File: src/rtl/serial_button_pkg.sv
// Shared types, defaults and width helper for the serial button receiver.
// Latency: n/a (declarations only).
// Backpressure: n/a.
package serial_button_pkg;

    typedef enum logic [1:0] {
        IDLE  = 2'd0,
        START = 2'd1,
        DATA  = 2'd2,
        STOP  = 2'd3
    } rx_state_t;

    localparam int DEF_NUM_BUTTONS     = 8;
    localparam int DEF_BIT_PERIOD      = 200;
    localparam int DEF_SAMPLE_POINT    = 100;
    localparam int DEF_DEBOUNCE_FRAMES = 2;
    localparam int DEF_TIMEOUT_CYCLES  = 100000;

    // Counter wide enough to hold max_val itself (saturation value included).
    function automatic int cnt_width(input int max_val);
        return $clog2(max_val) + 1;
    endfunction

endpackage

File: src/rtl/line_sync_edge.sv
// Two-flop synchroniser for the serial line plus falling-edge detector.
// Latency: 2 cycles to line, falling-edge pulse valid in the same cycle as line.
// Backpressure: none; free-running sampler, flops reset to the idle-high level.
module line_sync_edge (
    input  logic clk,
    input  logic reset,
    input  logic din,
    output logic line,
    output logic fall
);

    logic sync_q1;
    logic sync_q2;
    logic line_prev;

    always_ff @(posedge clk or posedge reset) begin
        if (reset) begin
            sync_q1   <= 1'b1;
            sync_q2   <= 1'b1;
            line_prev <= 1'b1;
        end else begin
            sync_q1   <= din;
            sync_q2   <= sync_q1;
            line_prev <= sync_q2;
        end
    end

    assign line = sync_q2;
    assign fall = line_prev & ~sync_q2;

endmodule

File: src/rtl/serial_button_rx.sv
// Framed serial button receiver: start/data/stop framing, frame debounce, link watchdog.
// Latency: buttons/buttons_valid/frame_error update one cycle after the stop-bit sample.
// Backpressure: none; outputs are single-cycle pulses and level state, never stalled.
module serial_button_rx
    import serial_button_pkg::*;
#(
    parameter int NUM_BUTTONS     = DEF_NUM_BUTTONS,
    parameter int BIT_PERIOD      = DEF_BIT_PERIOD,
    parameter int SAMPLE_POINT    = DEF_SAMPLE_POINT,
    parameter int DEBOUNCE_FRAMES = DEF_DEBOUNCE_FRAMES,
    parameter int TIMEOUT_CYCLES  = DEF_TIMEOUT_CYCLES
) (
    input  logic                   clk,
    input  logic                   reset,
    input  logic                   readline,
    output logic [NUM_BUTTONS-1:0] buttons,
    output logic                   buttons_valid,
    output logic                   frame_error,
    output logic                   link_ok
);

    localparam int TMR_W = cnt_width(BIT_PERIOD);
    localparam int BIT_W = cnt_width(NUM_BUTTONS);
    localparam int MCH_W = cnt_width(DEBOUNCE_FRAMES);
    localparam int WD_W  = cnt_width(TIMEOUT_CYCLES);

    localparam logic [TMR_W-1:0] TMR_LAST   = TMR_W'(BIT_PERIOD - 1);
    localparam logic [TMR_W-1:0] TMR_SAMPLE = TMR_W'(SAMPLE_POINT);
    localparam logic [BIT_W-1:0] BIT_LAST   = BIT_W'(NUM_BUTTONS - 1);
    localparam logic [MCH_W-1:0] MCH_FULL   = MCH_W'(DEBOUNCE_FRAMES);
    localparam logic [MCH_W-1:0] MCH_ONE    = MCH_W'(1);
    localparam logic [WD_W-1:0]  WD_LIMIT   = WD_W'(TIMEOUT_CYCLES);
    localparam logic [WD_W-1:0]  WD_PRE     = WD_W'(TIMEOUT_CYCLES - 1);

    logic                   line_s;
    logic                   line_fall;

    rx_state_t              state;
    rx_state_t              state_nxt;
    logic [TMR_W-1:0]       bit_timer;
    logic [BIT_W-1:0]       bit_cnt;
    logic [NUM_BUTTONS-1:0] shift_reg;
    logic [NUM_BUTTONS:0]   shift_ext;

    logic                   sample_stb;
    logic                   timer_clr;
    logic                   bit_clr;
    logic                   shift_en;
    logic                   good_frame;
    logic                   bad_frame;

    logic [NUM_BUTTONS-1:0] cand;
    logic [NUM_BUTTONS-1:0] cand_nxt;
    logic [MCH_W-1:0]       match_cnt;
    logic [MCH_W-1:0]       match_nxt;
    logic                   publish;

    logic [WD_W-1:0]        wd_cnt;

    line_sync_edge u_line_sync_edge (
        .clk   (clk),
        .reset (reset),
        .din   (readline),
        .line  (line_s),
        .fall  (line_fall)
    );

    assign sample_stb = (bit_timer == TMR_SAMPLE);

    always_ff @(posedge clk or posedge reset) begin
        if (reset) begin
            state <= IDLE;
        end else begin
            state <= state_nxt;
        end
    end

    // Falling edges only matter in IDLE; the other states watch the sample strobe.
    always_comb begin
        state_nxt  = state;
        timer_clr  = 1'b0;
        bit_clr    = 1'b0;
        shift_en   = 1'b0;
        good_frame = 1'b0;
        bad_frame  = 1'b0;
        case (state)
            IDLE: begin
                if (line_fall) begin
                    state_nxt = START;
                    timer_clr = 1'b1;
                end
            end
            START: begin
                if (sample_stb) begin
                    if (!line_s) begin
                        state_nxt = DATA;
                        bit_clr   = 1'b1;
                    end else begin
                        state_nxt = IDLE;
                    end
                end
            end
            DATA: begin
                if (sample_stb) begin
                    shift_en = 1'b1;
                    if (bit_cnt == BIT_LAST) begin
                        state_nxt = STOP;
                    end
                end
            end
            STOP: begin
                if (sample_stb) begin
                    state_nxt  = IDLE;
                    good_frame = line_s;
                    bad_frame  = ~line_s;
                end
            end
            default: state_nxt = IDLE;
        endcase
    end

    assign shift_ext = {shift_reg, line_s};

    always_ff @(posedge clk or posedge reset) begin
        if (reset) begin
            bit_timer <= '0;
            bit_cnt   <= '0;
            shift_reg <= '0;
        end else begin
            if (timer_clr || bit_timer == TMR_LAST) begin
                bit_timer <= '0;
            end else begin
                bit_timer <= bit_timer + 1'b1;
            end

            if (bit_clr) begin
                bit_cnt <= '0;
            end else if (shift_en) begin
                bit_cnt <= bit_cnt + 1'b1;
            end

            if (shift_en) begin
                shift_reg <= shift_ext[NUM_BUTTONS-1:0];
            end
        end
    end

    // Publish only when the run of identical frames completes and actually changes state.
    always_comb begin
        cand_nxt  = cand;
        match_nxt = match_cnt;
        publish   = 1'b0;
        if (good_frame) begin
            if (shift_reg == cand) begin
                if (match_cnt != MCH_FULL) begin
                    match_nxt = match_cnt + 1'b1;
                end
            end else begin
                cand_nxt  = shift_reg;
                match_nxt = MCH_ONE;
            end
            publish = (match_nxt == MCH_FULL) && (cand_nxt != buttons);
        end
    end

    always_ff @(posedge clk or posedge reset) begin
        if (reset) begin
            cand          <= '0;
            match_cnt     <= '0;
            buttons       <= '0;
            buttons_valid <= 1'b0;
            frame_error   <= 1'b0;
        end else begin
            cand          <= cand_nxt;
            match_cnt     <= match_nxt;
            buttons_valid <= publish;
            frame_error   <= bad_frame;
            if (publish) begin
                buttons <= cand_nxt;
            end
        end
    end

    // link_ok falls in the same cycle the counter lands on TIMEOUT_CYCLES.
    always_ff @(posedge clk or posedge reset) begin
        if (reset) begin
            wd_cnt  <= '0;
            link_ok <= 1'b0;
        end else if (good_frame) begin
            wd_cnt  <= '0;
            link_ok <= 1'b1;
        end else if (wd_cnt != WD_LIMIT) begin
            wd_cnt <= wd_cnt + 1'b1;
            if (wd_cnt == WD_PRE) begin
                link_ok <= 1'b0;
            end
        end
    end

endmodule

File: config.mk
export PLATFORM = sky130hd
export DESIGN_NAME = serial_button_rx
export DESIGN_NICKNAME = d
export VERILOG_FILES = /design/src/rtl/serial_button_pkg.sv /design/src/rtl/line_sync_edge.sv /design/src/rtl/serial_button_rx.sv
export SDC_FILE = /design/constraint.sdc
export NUM_CORES = 1
export LEC_CHECK = 0
export ABC_AREA = 1
export BUFFER_PORTS_ARGS = -buffer_cell sky130_fd_sc_hd__buf_4
export CELL_PAD_IN_SITES_DETAIL_PLACEMENT = 1
export CELL_PAD_IN_SITES_GLOBAL_PLACEMENT = 2
export CORE_MARGIN = 5
export CORE_UTILIZATION = 30
export DETAILED_ROUTE_END_ITERATION = 8
export PLACE_DENSITY = 0.75
export SLEW_MARGIN = 20
export SYNTH_ARGS = -nofsm -noshare
export SYNTH_HDL_FRONTEND = slang
export SYNTH_SLANG_ARGS = --single-unit
File: constraint.sdc
create_clock -name clk -period 4.2 [get_ports clk]
set_input_delay 0.42 -clock clk [delete_from_list [all_inputs] [get_ports clk]]
set_output_delay 0.42 -clock clk [all_outputs]
set_load 0.05 [all_outputs]
==> metrics.md <==
| Metric | Value |
|---|---|
| Inserted Clock Buffers | `9` |
| Slew HR | `46.80%` |
| Die Span Y | `114.8 um` |
| Class of the worst hold path | `in2reg` |
| Fin. max-slew vios | `0` |
| Worst-case reg-to-reg path depth | `11` |
| Startpoint types | `flop` |
| Hold EP | `u_line_sync_edge.sync_q1$_DFF_PP1_` |
| Kind of end point of the critical path | `flop` |
| CTS tree | `done` |
| Seq/Total Area, Yosys | `49.51%` |
| Top-area cell type share of the netlist area | `47.11%` |
| Cell type with the largest total area after synthesis | `dfrtp_1` |
| Final worst setup slack | `2.135 ns` |
| Synthesized cell area | `3293 um^2` |
| FF-to-FF Start | `bit_timer[0]$_DFF_PP0_` |
| Global-route wire length before repair | `13830 um` |
| CP top delay family | `simple AND/OR/NAND/NOR gates` |
| Max reg flops | `18` |
| GRT overflow | `0` |
| Initial antenna violation count | `0` |
| Area grow syn2layout | `16.00%` |
| VDD IR max | `165.2 uV` |
| FF-to-FF End | `bit_cnt[2]$_DFFE_PP0P_` |
| FP Rows | `38` |
| Endpoints failing hold | `0` |
| Pin count of the biggest net entering global routing | `45` |
| Warnings from Yosys | `0` |
| PwrDens | `424.8 nW/um^2` |
| Die area | `13170 um^2` |
| Crit-path slowest cell | `nand3_1` |
| Fmax | `0.4842 GHz` |
| Vias post-DR | `2680` |
| Synth cell types | `34` |
| Max incr delay on CP | `0.48 ns` |
| R2R Setup Slk | `2.13 ns` |
| DRT iter0 DRCs | `112` |
| Max_cap viols | `0` |
| Largest Register | `wd_cnt` |
| Hold Crit Depth | `1` |
| Avg Inst Size Synth | `8.071 um^2` |
| DR WL/cell | `13.74 um` |
| Nets | `436` |
| TNS Setup | `0 ns` |
| Final ANT Viol Nets | `0` |
| Io pins | `14` |
| Status | `finished, final reports clean` |
| Req. time, crit path | `4.42 ns` |
| Commonest cells after routing, fill and taps aside | `nand2_1, dfrtp_1, inv_1, nor2_1, nand3_1` |
| CP arrival | `2.29 ns` |
| Detailed Route WL | `7860 um` |
| Cts hold-fix bufs | `0` |
| DRC Markers | `0` |
| Clock Latency Late Sink | `0.35 ns` |
| # setup viols final | `0` |
| Cell count after synthesis | `408` |
| Clock root buffer | `clkbuf_8` |
| Setup CP Type | `reg2reg` |
| Post-cts repair resize count | `0` |
| Pre-CTS setup slack | `2.108 ns` |
| # H-tree levels | `3` |
| Vias in the first global route | `2797` |
| Share of layout cells above drive strength 1 | `11.57%` |
| Commonest non-fill, non-tap cell in the layout | `nand2_1` |
| Vias/cell | `4.685` |
| Initial core utilization | `30.51%` |
| Cells taking the most area after synthesis | `dfrtp_1, nand2_1, inv_1` |
| CP Cell Sequence | `inv_1 > ha_1 > nand2_1 > nor2_2 > nand2_2 > inv_2 > nand3_1 > inv_1 > nand3_1 > nand2_1 > a21oi_1` |
| Die width | `114.8 um` |
| Placer Congestion | `0.7464` |
| RSZ-0062 raised after global routing | `false` |
| Crit path max fanout | `20` |
| Hold path start | `readline` |
| Min Tclk post-route | `2.065 ns` |
| Post-CTS Setup Bufs | `0` |
| Tot GR Track Use | `13.11%` |
| Lkg Pwr | `1.849 nW` |
| Max Clock Skew | `0.01239 ns` |
| Tcrit/Tclk final | `49.17%` |
| Critical path buffers and inverters | `3` |
| Clock transition at path regs | `0.07 ns` |
| Placeable core region | `10790 um^2` |
| Port-buffer cells | `13` |
| Syn nets | `417` |
| 1st-pass router iterations | `4` |
| DP HPWL | `5605 um` |
| CTS sink count | `65` |
| Ant. Diodes | `0` |
| Register bit count reported by yosys | `65` |
| Leading registers by flop count | `wd_cnt (18), bit_timer (9)` |
| Worst Tran Pin Value | `0.7971 ns` |
| Clock Path Buffers | `2` |
per-stage QoR:
step,hold WS [ns],power (mW),instance area (um^2),util (%),instances
3_5_place_dp,0.3521,0.8974,3542,32.82,556
5_1_grt,0.1506,1.711,3820,35.39,572
2_1_floorplan,0.3452,0.8546,3293,-,408
6_report,0.1791,1.623,3820,35.39,572
3_3_place_gp,0.3495,0.8889,3542,32.82,556
4_1_cts,0.1604,1.648,3819,35.38,572
cell families after synthesis:
kind of cell	share of synthesized area, %
flops	49.51
compound gates	7.941
xor+xnor	3.723
fa+ha+maj	2.280
simple gates	28.53
buf+inv	8.017
area by class of cell:
cell class / count / area [um^2]
Clock buffer: 11 / 151.4
Clock inverter: 5 / 125.1
Fill cell: 1331 / 6973
Inverter: 60 / 226.5
Multi-Input combinational cell: 276 / 1399
Sequential cell: 65 / 1630
Tap cell: 140 / 175.2
Timing Repair Buffer: 15 / 112.6
power by group:
part / internal [mW] / switching, mW / leakage, nW
Clock: 0.486 / 0.256 / 0.140
Sequential: 0.668 / 0.0534 / 0.871
Combinational: 0.0570 / 0.102 / 0.839
how the worst max path moves through the flow:
stage	from	to	slack, ns	depth (start not counted)
finish	bit_timer[0]$_DFF_PP0_	bit_cnt[2]$_DFFE_PP0P_	2.13	11
global route	bit_timer[0]$_DFF_PP0_	bit_cnt[2]$_DFFE_PP0P_	1.86	11
CTS	bit_timer[0]$_DFF_PP0_	bit_cnt[2]$_DFFE_PP0P_	2.10	11
detailed placement	bit_timer[0]$_DFF_PP0_	bit_cnt[2]$_DFFE_PP0P_	2.11	11
global placement	bit_timer[0]$_DFF_PP0_	bit_cnt[2]$_DFFE_PP0P_	2.19	11
floorplan	reset	asynchronous set/reset pin	2.16	1
layer usage:
| metal | global-route usage, % | part of all wire (%) | up-vias |
|---|---|---|---|
| met5 | 0 | 0 | - |
| met4 | 3.286 | 1.3 | 0 |
| met3 | 3.684 | 2.1 | 8 |
| met2 | 20.95 | 47 | 21 |
| met1 | 17.65 | 49 | 1313 |
| li1 | - | - | 1338 |
synth_stat cells (all sizes together):
library cell and n:
xor2 7, nand4 9, a31oi 5, o21bai 1
xnor2 7, a21oi 11, o21a 2, nor3b 3
nand2 109, clkbuf 2, nor4 4, dfstp 3
inv 60, a22oi 1, or2 2, o21ai 26
dfrtp 62, buf 5, nor2 41, o31ai 1
ha 6, nor3 17, nand3 24
(Power assumes the default switching activity.)
